[config.mk]
export PLATFORM = sky130hd
export DESIGN_NAME = barrido_puntaje
export DESIGN_NICKNAME = d
export VERILOG_FILES = /design/src/rtl/barrido_puntaje.sv
export SDC_FILE = /design/constraint.sdc
export NUM_CORES = 1
export LEC_CHECK = 0
export CAP_MARGIN = 20
export CORE_UTILIZATION = 30
export CTS_CLUSTER_DIAMETER = 150
export CTS_CLUSTER_SIZE = 12
export DETAILED_ROUTE_END_ITERATION = 10
export PLACE_DENSITY = 0.53
export SYNTH_ARGS = -nofsm -noshare
export SYNTH_HDL_FRONTEND = slang
export SYNTH_SLANG_ARGS = --single-unit
[constraint.sdc]
create_clock -name clk -period 5.2 [get_ports clk]
set_input_delay 0.52 -clock clk [delete_from_list [all_inputs] [get_ports clk]]
set_output_delay 0.52 -clock clk [all_outputs]
set_load 0.02 [all_outputs]
[src/rtl/barrido_puntaje.sv]
// BCD score counter (saturating 0000..9999) with a 4-digit multiplexed display scan.
// Optional macro BLANK_LEADING_ZEROS_EN turns off leading-zero digits 1..3.
module barrido_puntaje #(
    parameter int unsigned DIV_REFRESCO = 50000
) (
    input  logic        clk,
    input  logic        reset,
    input  logic        Acierto,
    input  logic        Fallo,
    output logic [15:0] Puntaje,
    output logic [3:0]  Digito,
    output logic [3:0]  Anodo
);

    logic [15:0] cuenta;
    logic [1:0]  indice;
    logic        tick;
    logic [15:0] siguiente;
    logic        acarreo;
    logic        prestamo;
    logic        apagar;

    assign tick = (cuenta == 16'(DIV_REFRESCO - 1));

    // Per-nibble ripple; saturation is decided on the whole BCD word before rippling.
    always_comb begin
        siguiente = Puntaje;
        acarreo   = 1'b1;
        prestamo  = 1'b1;
        if (Acierto && !Fallo && Puntaje != 16'h9999) begin
            for (int unsigned i = 0; i < 4; i++) begin
                if (acarreo) begin
                    if (Puntaje[4*i +: 4] == 4'd9) begin
                        siguiente[4*i +: 4] = '0;
                    end else begin
                        siguiente[4*i +: 4] = Puntaje[4*i +: 4] + 4'd1;
                        acarreo = 1'b0;
                    end
                end
            end
        end else if (Fallo && !Acierto && Puntaje != 16'h0000) begin
            for (int unsigned i = 0; i < 4; i++) begin
                if (prestamo) begin
                    if (Puntaje[4*i +: 4] == 4'd0) begin
                        siguiente[4*i +: 4] = 4'd9;
                    end else begin
                        siguiente[4*i +: 4] = Puntaje[4*i +: 4] - 4'd1;
                        prestamo = 1'b0;
                    end
                end
            end
        end
    end

`ifdef BLANK_LEADING_ZEROS_EN
    always_comb begin
        apagar = 1'b0;
        case (indice)
            2'd1:    apagar = (Puntaje[15:4] == 12'h000);
            2'd2:    apagar = (Puntaje[15:8] == 8'h00);
            2'd3:    apagar = (Puntaje[15:12] == 4'h0);
            default: apagar = 1'b0;
        endcase
    end
`else
    assign apagar = 1'b0;
`endif

    always_ff @(posedge clk) begin
        if (reset) begin
            Puntaje <= '0;
            cuenta  <= '0;
            indice  <= '0;
            Digito  <= '0;
            Anodo   <= '1;
        end else begin
            Puntaje <= siguiente;
            if (tick) begin
                cuenta <= '0;
                indice <= indice + 2'd1;
            end else begin
                cuenta <= cuenta + 16'd1;
            end
            // Anodo and Digito come from the same index sample so they always agree.
            Anodo  <= apagar ? 4'b1111 : ~(4'b0001 << indice);
            Digito <= Puntaje[4*indice +: 4];
        end
    end

endmodule
* After elaboration in Yosys (flattened, before gate mapping)
Cells that the tools add are included.
** Cells by class
- $lt $le $gt $ge :: 0
- Reductions and logical operators :: 19
- Divide/modulo/power cells :: 0
- Multiply operators :: 0
- Multiplexer cells :: 35
- Equality and inequality tests :: 9
- Bitwise operators :: 1
- Add/sub/neg operators :: 10
- Shift-type cells :: 2
** Operator list (count)
- $mux 4 :: 14
- $mux 16 :: 2
- $mux 1 :: 19
- $add 16x1->16 const B :: 1
- $add 4x1->4 const B :: 4
- $eq 16x16->1 const B :: 1
- $eq 4x4->1 const B :: 4
- $logic_not 4->1 :: 4
- $ne 16x16->1 const B :: 1
- $reduce_bool 16->1 :: 1
- $shiftx 16x5->4 :: 1
- $sub 4x1->4 const B :: 4
- $reduce_and 3->1 :: 3
- $reduce_bool 2->1 :: 4
- $ne 2x1->1 const B :: 3
- $logic_and 1x1->1 :: 4
- $not 4->4 :: 1
- $shl 1x2->4 const A :: 1
- $add 2x1->2 const B :: 1
- $logic_not 1->1 :: 2
- $reduce_or 2->1 :: 1
** Storage, ports and cells
- Bits in writable memories :: 0
- Bits in latches :: 0
- Input port bits :: 4
- Output and inout bits :: 24
- Memories :: 0
- Bits in registers :: 42
- ROM bits :: 0
- Word-level logic and storage cells :: 84

* Longest topological paths before layout
Gate-level depths: netlist of run 1.
- Depth after elaboration :: 14
- Depth in mapped cells :: 7
- Mapped depth without buffers :: 6

* Least setup slack after synthesis of run 1
Ideal clock, no wire load.
- Kind :: register to register
- Start point :: reg Puntaje[4]
- End point :: reg Puntaje[15]
- Cell stages (with the launch flop) :: 8
- Path buffers :: 2
- Data arrival time :: 1858 ps
- Period minus slack after synthesis :: 1975 ps
- Setup slack :: 3225 ps
- Setup time :: 117 ps
- Required time :: 5083 ps
- Cell sequence :: dfxtp_1 -> buf_2 -> nand4bb_4 -> o41ai_2 -> buf_4 -> a21boi_4 -> nor2_2 -> a32o_1
** On the way
- Word-level cells in the longest chain between the ends :: 10
- Elaborated cells between the ends (all ways) :: 23
- Classes of those cells :: eq/ne (3); mux (13); reduce/logical (7)
** RTL lines
- from (decl) :: line 10 : output logic [15:0] Puntaje,
- from (signal assigned) :: line 77 : Puntaje <= siguiente;
- $logic_not 4->1 :: line 44 : if (Puntaje[4*i +: 4] == 4'd0) begin
- $mux 1 :: line 44
- $mux 1 :: line 43 : if (prestamo) begin
- $mux 1 :: line 41 : end else if (Fallo && !Acierto && Puntaje != 16'h0000) begin
- $mux 1 :: line 30 : if (Acierto && !Fallo && Puntaje != 16'h9999) begin
- $mux 1 :: line 43
- $mux 1 :: line 41
- $mux 1 :: line 30
- $reduce_bool 2->1 (no line)
- $reduce_and 3->1 (no line)
Parallel ways exist; a longest one is shown, timed or not. The select of a mux whose other input is x is not followed.
A chain may end at the register's enable or synchronous reset.

* Worst setup path after layout of run 1
- Start point :: reg Puntaje[7]
- End point :: reg Puntaje[15]
Same word-level chain as after synthesis.

==> reports/metrics.cfg, run 1 <==
[timing]
period_minus_slack_ps=2560
rsz0062_at_grt=false
setup_viol=0
fmax_ghz=0.390
fin_skew_ps=7.83
worst_pin_slew_ps=966
finalCritPeriodShare_pct=49.3
drv_slew=0
finalSetupTns_ps=0
slew_headroom_pct=34.9
finalHoldViolations=0
whs_ps=442

[routing]
wl_per_cell_um=14.1
drt-met1-wl_um=2850
met2_length_um=2560
drcViolationCount=2
first_pass_iters=7
routed_wirelength_um=5710
dr.max_layer_used=met4
viasPerCell=5.16
drtIter0Drc=114
ant_nets=0
num_vias=2095
met3_length_um=255

[yosys]
synth_top_family_by_area=simple AND/OR/NAND/NOR gates
ys_seq_area_share_pct=33.3
synth_mux_area_share_pct=4.57
synthSimpleGateAreaFrac_pct=28.3
synth_edf_count=0
synthAdderAreaFrac_pct=2.48
synthArstFlopShare_pct=0
syn_nets=295
yosys_register_bits=42
syn_avg_cell_area_sq_um=8.82
yosys.area_share.xor_xnor_pct=7.64
synth_cell_types=62
netlist_instances=286
syn_area_sq_um=2520
synth-main-ff-cell=dfxtp_1
ys_warn_count=0
synth_compound_area_share_pct=18.0

[placement]
port_buffers=27
place_inst=398
routabilityCongestion=0.808
dp_hpwl_um=4050

[clock_network]
ctsRootBufferMaster=clkbuf_8
insertion_delay_ps=300
htree_levels=2
path_clk_slew_ps=90
hold_buffers=0
clock-sinks=42
cts_buffers=5
cts_tree=yes
cts_resized=0
postCtsSetupBuffers=0
clockBufferDepth=2

[grt]
antenna_found_initial=0
overflow=0
grt_max_degree=20
grt_pass1_wl_um=9690
grt_pass1_vias=1967
grt_usage_pct=14.0

[setup_path]
cp.arrival_ps=2760
crit_type=reg -> reg
crit_path_top_delay_cell=o41ai_2
worstPathCellList=nand4bb_4 -> o41ai_2 -> a21boi_4 -> nor2_2 -> a32o_1
cp.depth=5
cp_max_fo=11
worstSetupStartpointType=flop
crit_buf_inv=0
cp_data_required_time_ps=5390
critPathCaptureType=flop
r2r_cells=5
slowest_delay_ps=940
critPathTopFamily=compound AO/OA/AOI/OAI gates

[hold_path]
hold_depth=1
hold_path_class=reg -> reg

[floorplan]
io_pins=28
start_util_pct=30.8
row_count=33
dieArea_sq_um=8770
core_sq_um=8180
die_y_um=93.7
fp.dieW_um=93.7

[run_status]
outcome=finished with violations
violations=design-rule violations

[finish]
final_cells=406
drive_above_1_share_pct=8.31
diodes=0
areaGrowthSynthToFinish_pct=15.3
nets=309
nFillCells=858
multi_input_area_sq_um=1540
regArea_sq_um=841

[power]
powerDensity_nw_per_um2=382
p_leak_nw=0.947
peakVddDrop_v=0.000132
total_power_mw=1.11

[flow_run]
maxCapViolations=0

[cells in the final DEF, fill, tap and decap left out, types with 3 or more instances in the layout]
| cell | Yosys | layout |
|---|---|---|
| a211oi_1 | 3 | 3 |
| a21oi_1 | 19 | 19 |
| and2_1 | 5 | 5 |
| and3_1 | 5 | 5 |
| and4_1 | 3 | 3 |
| clkbuf_8 | 0 | 5 |
| clkdlybuf4s50_1 | 0 | 27 |
| dfxtp_1 | 42 | 42 |
| ha_1 | 5 | 5 |
| inv_1 | 7 | 7 |
| mux4_2 | 3 | 3 |
| nand2_1 | 22 | 22 |
| nand2b_1 | 4 | 4 |
| nand3_1 | 9 | 9 |
| nand3b_1 | 3 | 3 |
| nor2_1 | 33 | 33 |
| nor2b_1 | 3 | 3 |
| nor3_1 | 6 | 6 |
| nor4_1 | 8 | 8 |
| o211ai_1 | 5 | 5 |
| o21ai_0 | 11 | 11 |
| or3_1 | 3 | 3 |
| xnor2_1 | 12 | 12 |
| xor2_1 | 10 | 10 |
[worst register-to-register path, cell delays in order, from the launching register on]
cell	delay [ps]
dfxtp_1	640
nand4bb_4	200
o41ai_2	940
a21boi_4	400
nor2_2	70
a32o_1	210
[power breakdown]
| group | switching (mW) | internal, mW | total (mW) |
|---|---|---|---|
| registers | 0.101 | 0.355 | 0.456 |
| logic | 0.229 | 0.204 | 0.433 |
| clock network | 0.127 | 0.0962 | 0.223 |
[Yosys cell counts, types with 7 or more instances]
| cell | instances | area [sq um] |
|---|---|---|
| xnor2_1 | 12 | 105 |
| o21ai_0 | 11 | 55.1 |
| buf_2 | 8 | 40.0 |
| nand2_1 | 22 | 82.6 |
| nor4_1 | 8 | 50.1 |
| dfxtp_1 | 42 | 841 |
| nor2_1 | 33 | 124 |
| xor2_1 | 10 | 87.6 |
| a21oi_1 | 19 | 95.1 |
| inv_1 | 7 | 26.3 |
| clkbuf_1 | 8 | 30.0 |
| nand3_1 | 9 | 45.0 |
[routing by layer]
layer / vias up / global-route usage [%]
met1: 973 / 19.5
met2: 45 / 22.2
met4: 0 / 3.08
met5: - / 0
li1: 1073 / -
met3: 4 / 2.99
[cell type report]
type / instances / share of cell area, %
Sequential cell: 42 / 28.9
Timing Repair Buffer: 28 / 9.55
Tap cell: 105 / 4.52
Inverter: 7 / 0.904
Multi-Input combinational cell: 216 / 52.9
Clock buffer: 5 / 2.37
Clock inverter: 3 / 0.818
[path summary, 6_finish.rpt]
check / start / endpoint / slack [ps]
setup / recovery: Puntaje[7] / Puntaje[15] / 2640
hold / removal: cuenta[0] / cuenta[0] / 440
setup reg to reg: Puntaje[7] / Puntaje[15] / 2640
hold reg to reg: cuenta[0] / cuenta[0] / 440
[kinds of logic (layout without fill, tap and decap cells)]
family / count (synthesis) / count (layout)
buffers and inverters: 28 / 43
adders and majority gates: 5 / 5
AOI/OAI and AO/OA: 63 / 63
muxes: 6 / 6
DFF: 42 / 42
xor gates and xnor gates: 22 / 22
and+or+nand+nor: 120 / 120
[sequential cells by signal (all words and copies together), names as in the netlist]
signal   count
indice       2
Puntaje     16
Digito       4
cuenta      16
Anodo        4
[metrics by stage]
stage	utilization (%)	worst slack [ps]	instance area [sq um]
2_1_floorplan	-	3230	2520
3_3_place_gp	34.4	2510	2820
3_5_place_dp	34.4	2450	2820
4_1_cts	35.6	2610	2910
5_1_grt	35.6	2320	2910
6_report	35.6	2640	2910
No activity file was read; power rests on OpenSTA's default activity.
==> run 2, diff against run 1 <==
==> constraint.sdc (replaced) <==
create_clock -name clk -period 2.61 [get_ports clk]
set_input_delay 0.261 -clock clk [delete_from_list [all_inputs] [get_ports clk]]
set_output_delay 0.261 -clock clk [all_outputs]
set_load 0.02 [all_outputs]
==> run 2 against run 1 <==
The flow now finishes without violations. Sequential power grew 84%. Register-to-register slack got worse by 2200 ps. Sequential share of layout area decreased by 0.80 points. Global-route usage up 0.73 points. Clock power rose by 96%. Non-clock buffer count is 11 higher. Cell area increased by 2.8%. Maximum frequency up 17%. Total power up 100%. Critical path depth did not move. First-iteration DRC count is 38% higher.
==> reports/metrics.cfg, run 2 (same netlist as run 1, synthesis figures left out) <==
[clock_network]
clockBufferDepth=2  ; unchanged
path_clk_slew_ps=80  ; about the same
htree_levels=2  ; unchanged
cts_resized=0  ; unchanged
insertion_delay_ps=300  ; about the same
ctsRootBufferMaster=clkbuf_8
clock-sinks=42  ; unchanged
postCtsSetupBuffers=0  ; unchanged
hold_buffers=0  ; unchanged
cts_buffers=5  ; unchanged
cts_tree=yes

[flow_run]
maxCapViolations=0  ; unchanged

[grt]
overflow=0  ; unchanged
antenna_found_initial=0  ; unchanged
grt_usage_pct=14.8  ; +0.73 points
grt_pass1_wl_um=10100  ; +4.7%
grt_pass1_vias=2020  ; +2.7%
grt_max_degree=19  ; -5.0%

[placement]
port_buffers=27  ; unchanged
dp_hpwl_um=4320  ; +6.6%
routabilityCongestion=0.797  ; -1.5%

[timing]
slew_headroom_pct=59.0  ; +24 points
finalSetupTns_ps=0  ; unchanged
fmax_ghz=0.455  ; +17%
worst_pin_slew_ps=609  ; -357 ps
finalHoldViolations=0  ; unchanged
setup_viol=0  ; unchanged
whs_ps=442  ; +0.795 ps
finalCritPeriodShare_pct=84.1  ; +35 points
fin_skew_ps=7.95  ; +0.119 ps
period_minus_slack_ps=2200  ; -368 ps
rsz0062_at_grt=false
drv_slew=0  ; unchanged

[power]
power_switching_share_pct=40.7  ; -0.32 points
pwr-share-clk_pct=19.3  ; -0.7 points
seqPwrFrac_pct=37.0  ; -4.0 points
peakVddDrop_v=0.000315  ; +140%
powerDensity_nw_per_um2=759  ; +98%
internal-power_mw=1.35  ; +110%
total_power_mw=2.27  ; +100%
p_leak_nw=1.00  ; +6.1%
comb_power_share_pct=43.7  ; +4.7 points
power.switching_mw=0.924  ; +100%

[setup_path]
worstSetupStartpointType=flop
reg2reg_from=Puntaje[6]
cp_data_required_time_ps=2800  ; -2590 ps
cp-endpoint=Puntaje[15]
cp.arrival_ps=2390  ; -370 ps
cp_max_fo=10  ; -1
r2r_end=Puntaje[15]
startpoint=Puntaje[6]
r2r_cells=5  ; unchanged
critPathCaptureType=flop
crit_type=reg -> reg
r2r_setup_slack_ps=410  ; -2220 ps

[floorplan]
die_y_um=93.7  ; unchanged
start_util_pct=30.8  ; unchanged
core_sq_um=8180  ; unchanged
row_count=33  ; unchanged
fp.dieW_um=93.7  ; unchanged
io_pins=28  ; unchanged
dieArea_sq_um=8770  ; unchanged

[finish]
diodes=0  ; unchanged
reg_top3=Puntaje x16, cuenta x16
areaGrowthSynthToFinish_pct=18.6
multi_input_area_sq_um=1540  ; unchanged
drive_above_1_share_pct=11.5  ; +3.2 points
final_common_cell=dfxtp_1
postLayoutCoreUtil_pct=36.6  ; +1.0 points
nFillCells=863  ; +0.58%
regArea_sq_um=841  ; unchanged
nets=320  ; +3.6%
layout_common_cells=dfxtp_1 (42), nor2_1 (33), clkdlybuf4s50_1 (27), nand2_1 (22), a21oi_1 (19)

[routing]
first_pass_iters=4  ; -3
ant_nets=0  ; unchanged
drcViolationCount=0  ; -2
drtIter0Drc=157  ; +38%
num_vias=2141  ; +2.2%
routed_wirelength_um=5980  ; +4.8%
viasPerCell=5.13  ; -0.50%
wl_per_cell_um=14.4  ; +2.0%

[hold_path]
hold_path_startpoint=cuenta[0]
hold_path_class=reg -> reg

[run_status]
outcome=complete, no violations

run 2: cell count changes in the layout (fill, tap and decap cells not counted):
cell   delta
buf_4    +11
run 2: how the worst min path moves through the flow:
stage | end | slack [ps] | depth (start not counted)
global placement | cuenta[0] | 430 | 1
CTS | cuenta[0] | 450 | 1
detailed placement | cuenta[0] | 440 | 1
floorplan | cuenta[0] | 410 | 1
finish | cuenta[0] | 440 | 1
global route | cuenta[0] | 480 | 1
run 2: final cells by class:
cell class	count	area share (%)
flip-flops and latches	42	28.1
multi-input cells	216	51.5
well taps	105	4.39
clock inverters	3	0.795
repair buffers	39	12.1
inverters	7	0.879
clock buffers	5	2.30
run 2: power groups by stage:
stage	Clock (mW)	Combinational (mW)	Sequential [mW]
2_1_floorplan	0	0.676	0.861
3_3_place_gp	0	0.986	0.857
3_5_place_dp	0	0.982	0.853
4_1_cts	0.462	0.988	0.839
5_1_grt	0.491	1.09	0.857
6_report	0.438	0.992	0.839
run 2: routing by layer:
metal / vias to the layer above / GRT usage [%] / wire length, um / part of all wire (%)
met2: 46 / 23.2 / 2720 / 45
met5: - / 0 / 0 / 0
met1: 1002 / 20.3 / 2930 / 49
li1: 1084 / - / - / -
met3: 9 / 2.91 / 257 / 4.3
met4: 0 / 4.62 / 82 / 1.4
run 2: per-stage QoR:
stage,std cells,cell area [sq um],setup slack [ps]
2_1_floorplan,286,2520,635
3_3_place_gp,409,2900,446
3_5_place_dp,409,2900,376
4_1_cts,417,2990,457
5_1_grt,417,2990,245
6_report,417,2990,414
run 2: critical path: stages, from the launching register on:
cell      delay [ps]
dfxtp_1          420
nor4_2           620
nand4_1          410
a21boi_4         350
nor2_2            70
a32o_1           220
==> run 3, diff against run 2 <==
==> constraint.sdc (replaced) <==
create_clock -name clk -period 2.2 [get_ports clk]
set_input_delay 0.22 -clock clk [delete_from_list [all_inputs] [get_ports clk]]
set_output_delay 0.22 -clock clk [all_outputs]
set_load 0.02 [all_outputs]
==> run 3 against run 2 <==
Wire length is 1.1% higher. Maximum frequency is 7.6% higher. Via count is 3.4% higher. Sequential cell count stayed put. Sequential share of layout area is 1.3 points lower. Worst setup slack worse by 250 ps. Cell count is 4.1% higher. Largest cell class unchanged. Highest routed layer unchanged.
==> reports/metrics.cfg, run 3 (same netlist as run 1, synthesis figures left out) <==
[run_status]
outcome=complete, no violations

[routing]
drtIter0Drc=104  ; -34%
wl_per_cell_um=13.9  ; -2.9%
first_pass_iters=6  ; +2
routed_wirelength_um=6050  ; +1.1%
num_vias=2214  ; +3.4%
drcViolationCount=0  ; unchanged
viasPerCell=5.10  ; -0.64%
ant_nets=0  ; unchanged

[timing]
fmax_ghz=0.490  ; +7.6%
finalCritPeriodShare_pct=92.8  ; +8.6 points
worst_pin_slew_ps=612  ; +2.71 ps
finalHoldViolations=0  ; unchanged
setup_viol=0  ; unchanged
fin_skew_ps=11.8  ; +3.82 ps
period_minus_slack_ps=2040  ; -155 ps
slew_headroom_pct=58.9  ; -0.18 points
finalSetupTns_ps=0  ; unchanged
whs_ps=452  ; +9.66 ps
drv_slew=0  ; unchanged
rsz0062_at_grt=false

[placement]
port_buffers=27  ; unchanged
routabilityCongestion=0.858  ; +7.8%
dp_hpwl_um=4480  ; +3.7%
dpl-instance-area_sq_um=3030  ; +4.4%

[finish]
drive_above_1_share_pct=15.8  ; +4.3 points
layout_common_cells=dfxtp_1 (42), nor2_1 (33), buf_4 (29), clkdlybuf4s50_1 (27), nand2_1 (22)
diodes=0  ; unchanged
regArea_sq_um=841  ; unchanged
nFillCells=836  ; -3.1%
reg_top3=Puntaje x16, cuenta x16
final_area_sq_um=3140  ; +4.9%
areaGrowthSynthToFinish_pct=24.4
multi_input_area_sq_um=1540  ; unchanged
final_common_cell=dfxtp_1
nets=337  ; +5.3%

[setup_path]
reg2reg_from=Puntaje[6]
critPathCaptureType=flop
cp_data_required_time_ps=2400  ; -400 ps
crit_path_top_delay_cell=nor4_2
cp.arrival_ps=2240  ; -150 ps
slowest_delay_ps=600  ; -20 ps
worstSetupStartpointType=flop
worstPathCellList=nor4_2 -> nand4_1 -> a21boi_4 -> nor2_2 -> a32o_1
critPathTopFamily=simple AND/OR/NAND/NOR gates
startpoint=Puntaje[6]
crit_buf_inv=0  ; unchanged
crit_type=reg -> reg
cp_max_fo=6  ; -4

[clock_network]
path_clk_slew_ps=90  ; about the same
cts_resized=0  ; unchanged
clockBufferDepth=2  ; unchanged
insertion_delay_ps=300  ; about the same
cts_tree=yes
cts_buffers=5  ; unchanged
postCtsSetupBuffers=0  ; unchanged
clock-sinks=42  ; unchanged
htree_levels=2  ; unchanged
ctsRootBufferMaster=clkbuf_8
hold_buffers=0  ; unchanged

[grt]
antenna_found_initial=0  ; unchanged
grt_usage_pct=14.7  ; -0.078 points
grt_use_met3_pct=3.72  ; +0.81 points
grt_pass1_vias=2070  ; +2.5%
grt_max_degree=19  ; unchanged
grt_pass1_wl_um=10100  ; -0.82%
grtUsageMet2_pct=22.2  ; -0.92 points
met1_usage_pct=20.6  ; +0.28 points
overflow=0  ; unchanged
busiest_layer=met2

[hold_path]
hold_path_class=reg -> reg
hold_path_startpoint=cuenta[0]

[floorplan]
fp.dieW_um=93.7  ; unchanged
dieArea_sq_um=8770  ; unchanged
row_count=33  ; unchanged
start_util_pct=30.8  ; unchanged
die_y_um=93.7  ; unchanged
io_pins=28  ; unchanged
core_sq_um=8180  ; unchanged

[power]
total_power_mw=2.87  ; +27%
powerDensity_nw_per_um2=916  ; +21%
peakVddDrop_v=0.000423  ; +34%
p_leak_nw=1.10  ; +9.7%

[flow_run]
maxCapViolations=0  ; unchanged

run 3: layout make-up:
class | instances | area share (%)
timing repair buffer | 56 | 15.6
tap | 105 | 4.19
sequential | 42 | 26.8
clock buffer | 6 | 2.31
clock inverter | 2 | 1.20
multi-input combinational | 216 | 49.1
inverter | 7 | 0.838
run 3: worst reg2reg max path: stages, from the launching register on:
cell,delay [ps]
dfxtp_1,350
nor4_2,600
nand4_1,380
a21boi_4,340
nor2_2,80
a32o_1,210
run 3: stage by stage:
stage	utilization (%)	instances	worst slack, ps
after CTS	38.4	434	227
after floorplan	-	286	225
after global routing	38.4	434	34.2
after global placement	37.0	426	124
after detailed placement	37.0	426	107
final	38.4	434	159
run 3: power by group:
part	internal, mW	switching (mW)	total (mW)	leakage [nW]
combinational	0.604	0.721	1.32	0.709
clock	0.339	0.273	0.612	0.0514
sequential	0.840	0.0968	0.937	0.341
total	1.78	1.09	2.87	1.10
run 3: metal layers:
layer	wire (um)	share of wire [%]
met1	3030	50
met2	2690	44
met3	260	4.3
met4	70	1.2
met5	0	0
run 3: final timing paths:
kind	to	slack (ps)	cells after the start
setup / recovery	Puntaje[15]	160	5
hold / removal	cuenta[0]	450	1
setup reg to reg	Puntaje[15]	160	5
hold reg to reg	cuenta[0]	450	1
